==> src/rtl/sel_arb_mux.sv <==
// rtl/sel_arb_mux.sv - N-input registered mux with direct, fixed-priority and round-robin grant
module sel_arb_mux #(
  parameter int WIDTH = 16,
  parameter int N     = 5,
  parameter int SELW  = 3
) (
  input  logic               clk,
  input  logic               rst,
  input  logic [N*WIDTH-1:0] in_data,
  input  logic [N-1:0]       in_valid,
  output logic [N-1:0]       in_ready,
  input  logic [1:0]         mode,
  input  logic [SELW-1:0]    sel,
  output logic [WIDTH-1:0]   out_data,
  output logic [SELW-1:0]    out_src,
  output logic               out_valid,
  input  logic               out_ready
);

  localparam int PTRW = $clog2(N);

  localparam logic [1:0] MODE_PRIO = 2'b01;
  localparam logic [1:0] MODE_RR   = 2'b10;

  logic [PTRW-1:0]  ptr_q, ptr_d;
  logic [WIDTH-1:0] out_data_q, out_data_d;
  logic [SELW-1:0]  out_src_q, out_src_d;
  logic             out_valid_q, out_valid_d;

  logic             gnt_vld;
  logic [SELW-1:0]  gnt_idx;
  logic [WIDTH-1:0] gnt_word;
  logic [2*N-1:0]   valid_dbl;
  logic [N-1:0]     valid_rot;
  logic             accept;
  logic             xfer;
  int               rr_idx;

  // Grant selection; the round-robin case rotates in_valid so that bit 0 is the channel at ptr
  always_comb begin
    gnt_vld   = 1'b0;
    gnt_idx   = '0;
    valid_dbl = {in_valid, in_valid};
    valid_rot = N'(valid_dbl >> ptr_q);
    rr_idx    = 0;
    case (mode)
      MODE_PRIO: begin
        for (int i = N - 1; i >= 0; i--) begin
          if (in_valid[i]) begin
            gnt_vld = 1'b1;
            gnt_idx = SELW'(i);
          end
        end
      end
      MODE_RR: begin
        for (int k = N - 1; k >= 0; k--) begin
          if (valid_rot[k]) begin
            rr_idx = int'(ptr_q) + k;
            if (rr_idx >= N) rr_idx = rr_idx - N;
            gnt_vld = 1'b1;
            gnt_idx = SELW'(rr_idx);
          end
        end
      end
      default: begin
        // Mode 00 and 11: direct select; sel values beyond the last channel never match
        for (int i = 0; i < N; i++) begin
          if (sel == SELW'(i) && in_valid[i]) begin
            gnt_vld = 1'b1;
            gnt_idx = SELW'(i);
          end
        end
      end
    endcase
  end

  // Word of the granted channel
  always_comb begin
    gnt_word = '0;
    for (int i = 0; i < N; i++) begin
      if (gnt_idx == SELW'(i)) gnt_word = in_data[i*WIDTH +: WIDTH];
    end
  end

  assign accept = !out_valid_q || out_ready;
  assign xfer   = gnt_vld && accept && !rst;

  // One-hot ready towards the granted producer only
  always_comb begin
    in_ready = '0;
    for (int i = 0; i < N; i++) begin
      in_ready[i] = xfer && (gnt_idx == SELW'(i));
    end
  end

  // Next state of the output buffer and round-robin pointer
  always_comb begin
    out_data_d  = out_data_q;
    out_src_d   = out_src_q;
    out_valid_d = out_valid_q;
    ptr_d       = ptr_q;
    if (xfer) begin
      out_data_d  = gnt_word;
      out_src_d   = gnt_idx;
      out_valid_d = 1'b1;
      if (mode == MODE_RR) begin
        if (int'(gnt_idx) == N - 1) ptr_d = '0;
        else                        ptr_d = PTRW'(gnt_idx) + PTRW'(1);
      end
    end else if (out_ready) begin
      out_valid_d = 1'b0;
    end
  end

  // State registers; reset discards any buffered word
  always_ff @(posedge clk or posedge rst) begin
    if (rst) begin
      out_data_q  <= '0;
      out_src_q   <= '0;
      out_valid_q <= 1'b0;
      ptr_q       <= '0;
    end else begin
      out_data_q  <= out_data_d;
      out_src_q   <= out_src_d;
      out_valid_q <= out_valid_d;
      ptr_q       <= ptr_d;
    end
  end

  assign out_data  = out_data_q;
  assign out_src   = out_src_q;
  assign out_valid = out_valid_q;

endmodule

==> config.mk <==
export PLATFORM = sky130hd
export DESIGN_NAME = sel_arb_mux
export DESIGN_NICKNAME = d
export VERILOG_FILES = /design/src/rtl/sel_arb_mux.sv
export SDC_FILE = /design/constraint.sdc
export NUM_CORES = 1
export LEC_CHECK = 0
export CAP_MARGIN = 20
export CORE_MARGIN = 4
export CORE_UTILIZATION = 40
export CTS_CLUSTER_DIAMETER = 40
export DETAILED_ROUTE_END_ITERATION = 7
export PLACE_DENSITY = 0.76
export SYNTH_ARGS = -nofsm -noshare
export SYNTH_HDL_FRONTEND = slang
export SYNTH_SLANG_ARGS = --single-unit
==> constraint.sdc <==
create_clock -name clk -period 5.8 [get_ports clk]
set_input_delay 0.87 -clock clk [delete_from_list [all_inputs] [get_ports clk]]
set_output_delay 0.87 -clock clk [all_outputs]
set_load 0.1 [all_outputs]
* Word level (Yosys, flattened, before mapping)
Index checks and enable logic that the tools add are counted.
** Operators by class
- $add $sub $neg :: 10
- Order comparisons :: 5
- Equal/unequal tests :: 11
- Shift-type cells :: 1
- Mux-type cells :: 44
- Reduce and logical (&&, ||, !) cells :: 19
** Operator list (number)
- $mux 16 :: 5
- $mux 3 :: 19
- $mux 1 :: 18
- $ge 4x3->1 const B :: 4
- $sub 3x3->3 const B :: 5
- $eq 3x2->1 const B :: 4
- $logic_and 1x1->1 :: 12
- $shr 10x3->5 :: 1
- $eq 3x3->1 const B :: 3
- $add 3x2->4 const B :: 2
- $eq 3x1->1 const B :: 2
- $logic_not 3->1 :: 2
- $pmux 3 s2 :: 1
- $add 3x1->4 const B :: 1
- $add 3x3->4 const B :: 1
- $add 3x1->3 const B :: 1
- $ge 3x3->1 const B :: 1
- $eq 2x1->1 const B :: 1
- $eq 2x2->1 const B :: 1
- $logic_not 1->1 :: 2
- $pmux 1 s2 :: 1
- $reduce_and 2->1 :: 1
- $reduce_bool 2->1 :: 1
- $logic_or 1x1->1 :: 1
** Word-level totals
- Bits in registers :: 23
- Input bits :: 93
- Output and inout port bits :: 25
- Word-level logic and storage cells :: 94

* Logic depth before layout (Yosys ltp)
- Word-level depth :: 15
- Mapped depth :: 22
- Mapped depth without buffers :: 17

* Worst setup path after synthesis
OpenSTA, ideal clock, no wires.
- Path kind :: input to output
- Start :: input port in_valid[2]
- End :: output port in_ready[4]
- Arrival :: 4.852 ns
- Data required time :: 4.930 ns
- Slack :: 0.078 ns
- Stages on the path :: 15
- Path buffers :: 3
- Cells stage by stage :: clkbuf_1 -> mux2i_1 -> mux4_2 -> buf_2 -> nand2_1 -> o311ai_0 -> a21oi_1 -> o211ai_1 -> inv_1 -> ha_1 -> nand2b_1 -> a2111oi_0 -> a2bb2oi_2 -> clkbuf_1 -> nor2_1
** On the way
- Elaborated cells between the ends (all ways) :: 30
- Classes of those cells :: eq/ne (1); shift (1); mux (24); reduce/logical (4)
** RTL lines
- start, declared :: line 10 : input logic [N-1:0] in_valid,
- $shr 10x3->5 :: line 44 : valid_rot = N'(valid_dbl >> ptr_q);
- $mux 3 (5 in a row) :: line 57 : if (valid_rot[k]) begin
- $pmux 3 s2 * :: line 46 : case (mode)
- named net gnt_idx[0] :: line 31 : logic [SELW-1:0] gnt_idx;
- $eq 3x3->1 * :: line 92 : in_ready[i] = xfer && (gnt_idx == SELW'(i));
- $logic_and 1x1->1 * :: line 92
- end, declared :: line 11 : output logic [N-1:0] in_ready,
Mark *: on every way through the listed nets, which the timed path passes. The rest lies on a longest branch.

* Final worst setup path
- Start :: input port in_valid[1]
- End :: output port in_ready[4]
The elaborated chain is that of the path after synthesis.

==> impl_metrics.csv <==
group,metric,value,unit
logic_synthesis,ys_seq_area_share,20.8,%
logic_synthesis,ys_ff_latch,23,
clocking,cts_buffers,3,
pwr,p_leak,1.60,nW
route,ant_nets,0,
critical_path,rr_worst_depth,18,
critical_path,crit_path_start_kind,"primary input",
logic_synthesis,yosysWarnings,0,
job,drv_cap,0,
grt,grt_pass1_vias,3097,
route,routedWlPerCell,18.4,microns
floorplan,fp.coreArea,0.00676,sq mm
floorplan,start_util,41.0,%
layout,nFillCells,621,
critical_path,path_cells,"clkdlybuf4s50_1, mux2i_1, mux4_2, nand2_1, o311ai_0, a21oi_1, o211ai_1, inv_1, ha_1, nand2b_1, a2111oi_0, a2bb2oi_2, nor2_1, buf_12",
route,drt-initial-drc-count,180,
clocking,cts_tree,"yes",
layout,fin_nets,547,
floorplan,die_w,91.2,microns
min_path,whs_endpoint,"out_src[2]$_DFFE_PP0P_",
clocking,path_clk_slew,0.09,ns
min_path,worstHoldStart,"out_src[2]$_DFFE_PP0P_",
critical_path,worst_path_max_delay_cell,"clkdlybuf4s50_1",
clocking,clock_sinks,23,
logic_synthesis,ys_types,63,
run_status,outcome,"completed",
sta,worst_pin_slew,1.01,ns
min_path,hold_path_class,"flip-flop to flip-flop",
sta,fmax,183,MHz
min_path,hold-path-cell-count,2,
placement,place_congestion,0.930,
critical_path,r2r_end,"out_data[14]$_DFFE_PP0P_",
layout,n_antenna_cell,0,
floorplan,num_rows,30,
logic_synthesis,async_flop_share,100,%
logic_synthesis,avgSynthCellArea,8.20,sq um
sta,maxSlewViolCount,0,
clocking,htree_num_levels,1,
sta,period_share,94.1,%
grt,grt_pass1_wl,15100,microns
grt,grt_antenna_before_repair,0,
sta,grt_setup_unrepaired,"false",
logic_synthesis,syn-num-nets,446,
critical_path,ff2ff_setup_slack,1.24,ns
sta,layout_setup_ws,0.340,ns
route,drt_wl_total,9550,microns
layout,drive_gt1_share,7.53,%
layout,syn_to_final_growth,45.8,%
critical_path,crit_arrival,4.59,ns
clocking,cts_resized,0,
sta,fin_skew,0.00476,ns
grt,grt_use_total,22.3,%
route,avgViaCountPerCell,5.97,
logic_synthesis,synth_edf_count,0,
sta,setup_viol,0,
placement,preCtsSetupSlack,0.430,ns
clocking,clockBufferDepth,2,
sta,period_needed,5.46,ns
layout,multi_input_area,0.00199,sq mm
grt,grt_start_max_net_pins,33,
critical_path,r2r_start,"ptr_q[0]$_DFFE_PP0P_",
pwr,powerDensity,507,mW/mm^2
floorplan,io-pin-count,118,
logic_synthesis,synthCells,338,
sta,slew_headroom,32.4,%
route,route.detailed.drc,0,
route,vias,3095,
grt,overflow,0,
critical_path,max_stage_delay,0.70,ns
clocking,clock_latency,0.27,ns
clocking,cts-root-buf,"clkbuf_8",
critical_path,crit_type,"primary input to output port",
pwr,ir_worst_vdd,239,uV
logic_synthesis,synth-main-ff-cell,"dfrtp_1",
floorplan,dieArea,0.00832,sq mm
clocking,cts_hold_buf,0,
clocking,postCtsSetupRepairBufs,0,
logic_synthesis,syn_area,0.00277,sq mm
critical_path,endpoint_kind,"output port",
placement,dp_hpwl,7610,microns
critical_path,crit_required,4.93,ns
critical_path,cp_max_fo,12,
placement,port_buffers,117,
route,firstDrtPassIters,5,
sta,fin_tns_setup,0,ns
sta,hold_violations,0,
floorplan,die_h,91.2,microns
layout,regArea,576,sq um
## placed cells by master, fill, tap and decap left out, types with 6 or more instances in the layout
cell | netlist | final
a21oi_1 | 14 | 14
a221o_1 | 17 | 17
a22oi_1 | 18 | 18
and2_1 | 6 | 6
buf_4 | 0 | 9
clkdlybuf4s50_1 | 0 | 112
dfrtp_1 | 23 | 23
ha_1 | 14 | 14
inv_1 | 13 | 13
mux2i_1 | 12 | 12
nand2_1 | 28 | 28
nand3_1 | 23 | 23
nor2_1 | 15 | 15
nor2b_1 | 6 | 6
o21ai_0 | 24 | 24
o2bb2ai_1 | 21 | 21
## where the power goes
group	internal (mW)	switching, mW
sequential	0.233	0.106
clock	0.0491	0.0538
combinational	0.560	1.05
## synthesized netlist by cell type (all sizes together), types with 4 or more instances
cell type / n / share of area [%]
a21oi: 14 / 2.5
clkbuf: 20 / 2.7
nand3: 23 / 4.2
o21ai: 24 / 4.3
ha: 14 / 6.3
dfrtp: 23 / 21
mux2i: 12 / 4.3
and2: 7 / 1.7
a221o: 17 / 6.1
a211oi: 5 / 1.5
a22oi: 18 / 4.9
inv: 16 / 2.2
nor2b: 6 / 1.4
nand2: 28 / 3.8
nor2: 15 / 2.0
nand2b: 4 / 0.90
o2bb2ai: 21 / 6.6
buf: 9 / 2.5
mux2: 6 / 2.7
## worst max-delay path by stage
stage | end | start | cells past startpoint | slack, ns
2_1_floorplan | in_ready[4] | in_valid[2] | 15 | 0.08
3_3_place_gp | in_ready[4] | in_valid[1] | 14 | 0.59
3_5_place_dp | in_ready[4] | in_valid[1] | 14 | 0.43
4_1_cts | in_ready[4] | in_valid[1] | 14 | 0.38
5_1_grt | in_ready[4] | in_valid[1] | 14 | 0.11
6_report | in_ready[4] | in_valid[1] | 14 | 0.34
## flip-flops by register name, summed over array words and instances (netlist names)
name,flops
out_data,16
out_src,3
out_valid,1
ptr_q,3
## area by class of cell
type | count | area share [%]
timing repair buffer | 125 | 31.4
sequential | 23 | 14.3
multi-input combinational | 269 | 49.2
inverter | 17 | 1.58
clock buffer | 4 | 1.12
tap | 80 | 2.48
## routing by layer
layer | vias up | part of all wire, % | track usage (%)
met4 | 0 | 1.1 | 4.65
met2 | 127 | 51 | 40.2
li1 | 1498 | - | -
met5 | - | 0 | 0
met3 | 8 | 8.5 | 5.80
met1 | 1462 | 40 | 26.6
## cell families (layout without fill, tap and decap cells)
logic type	Yosys count	count (layout)	share of synthesized area, %
AO/OA/AOI/OAI	129	129	35.3
AND/OR/NAND/NOR	101	101	19.4
buffers and inverters	46	146	7.54
flip-flops	23	23	20.8
multiplexers	20	20	8.67
adder cells (fa/ha/maj)	15	15	7.05
XOR/XNOR	4	4	1.26
## worst max-delay path: cells and delay by family
family / cells / cell delay, ns
adder cells (fa/ha/maj): 1 / 0.20
multiplexers: 2 / 0.91
AND/OR/NAND/NOR: 3 / 0.40
buffers and inverters: 3 / 1.06
AO/OA/AOI/OAI: 5 / 1.13
## stage by stage
| step | utilization [%] | cell area, sq um | hold WS [ns] | total power [mW] | cells |
|---|---|---|---|---|---|
| 2_1_floorplan | - | 2770 | 0.761 | 1.54 | 338 |
| 3_3_place_gp | 59.0 | 3990 | 0.482 | 1.92 | 513 |
| 3_5_place_dp | 59.0 | 3990 | 0.484 | 1.94 | 513 |
| 4_1_cts | 59.7 | 4030 | 0.507 | 2.04 | 517 |
| 5_1_grt | 59.8 | 4040 | 0.515 | 2.17 | 518 |
| 6_report | 59.8 | 4040 | 0.505 | 2.05 | 518 |
No activity file was read; power rests on OpenSTA's default activity.
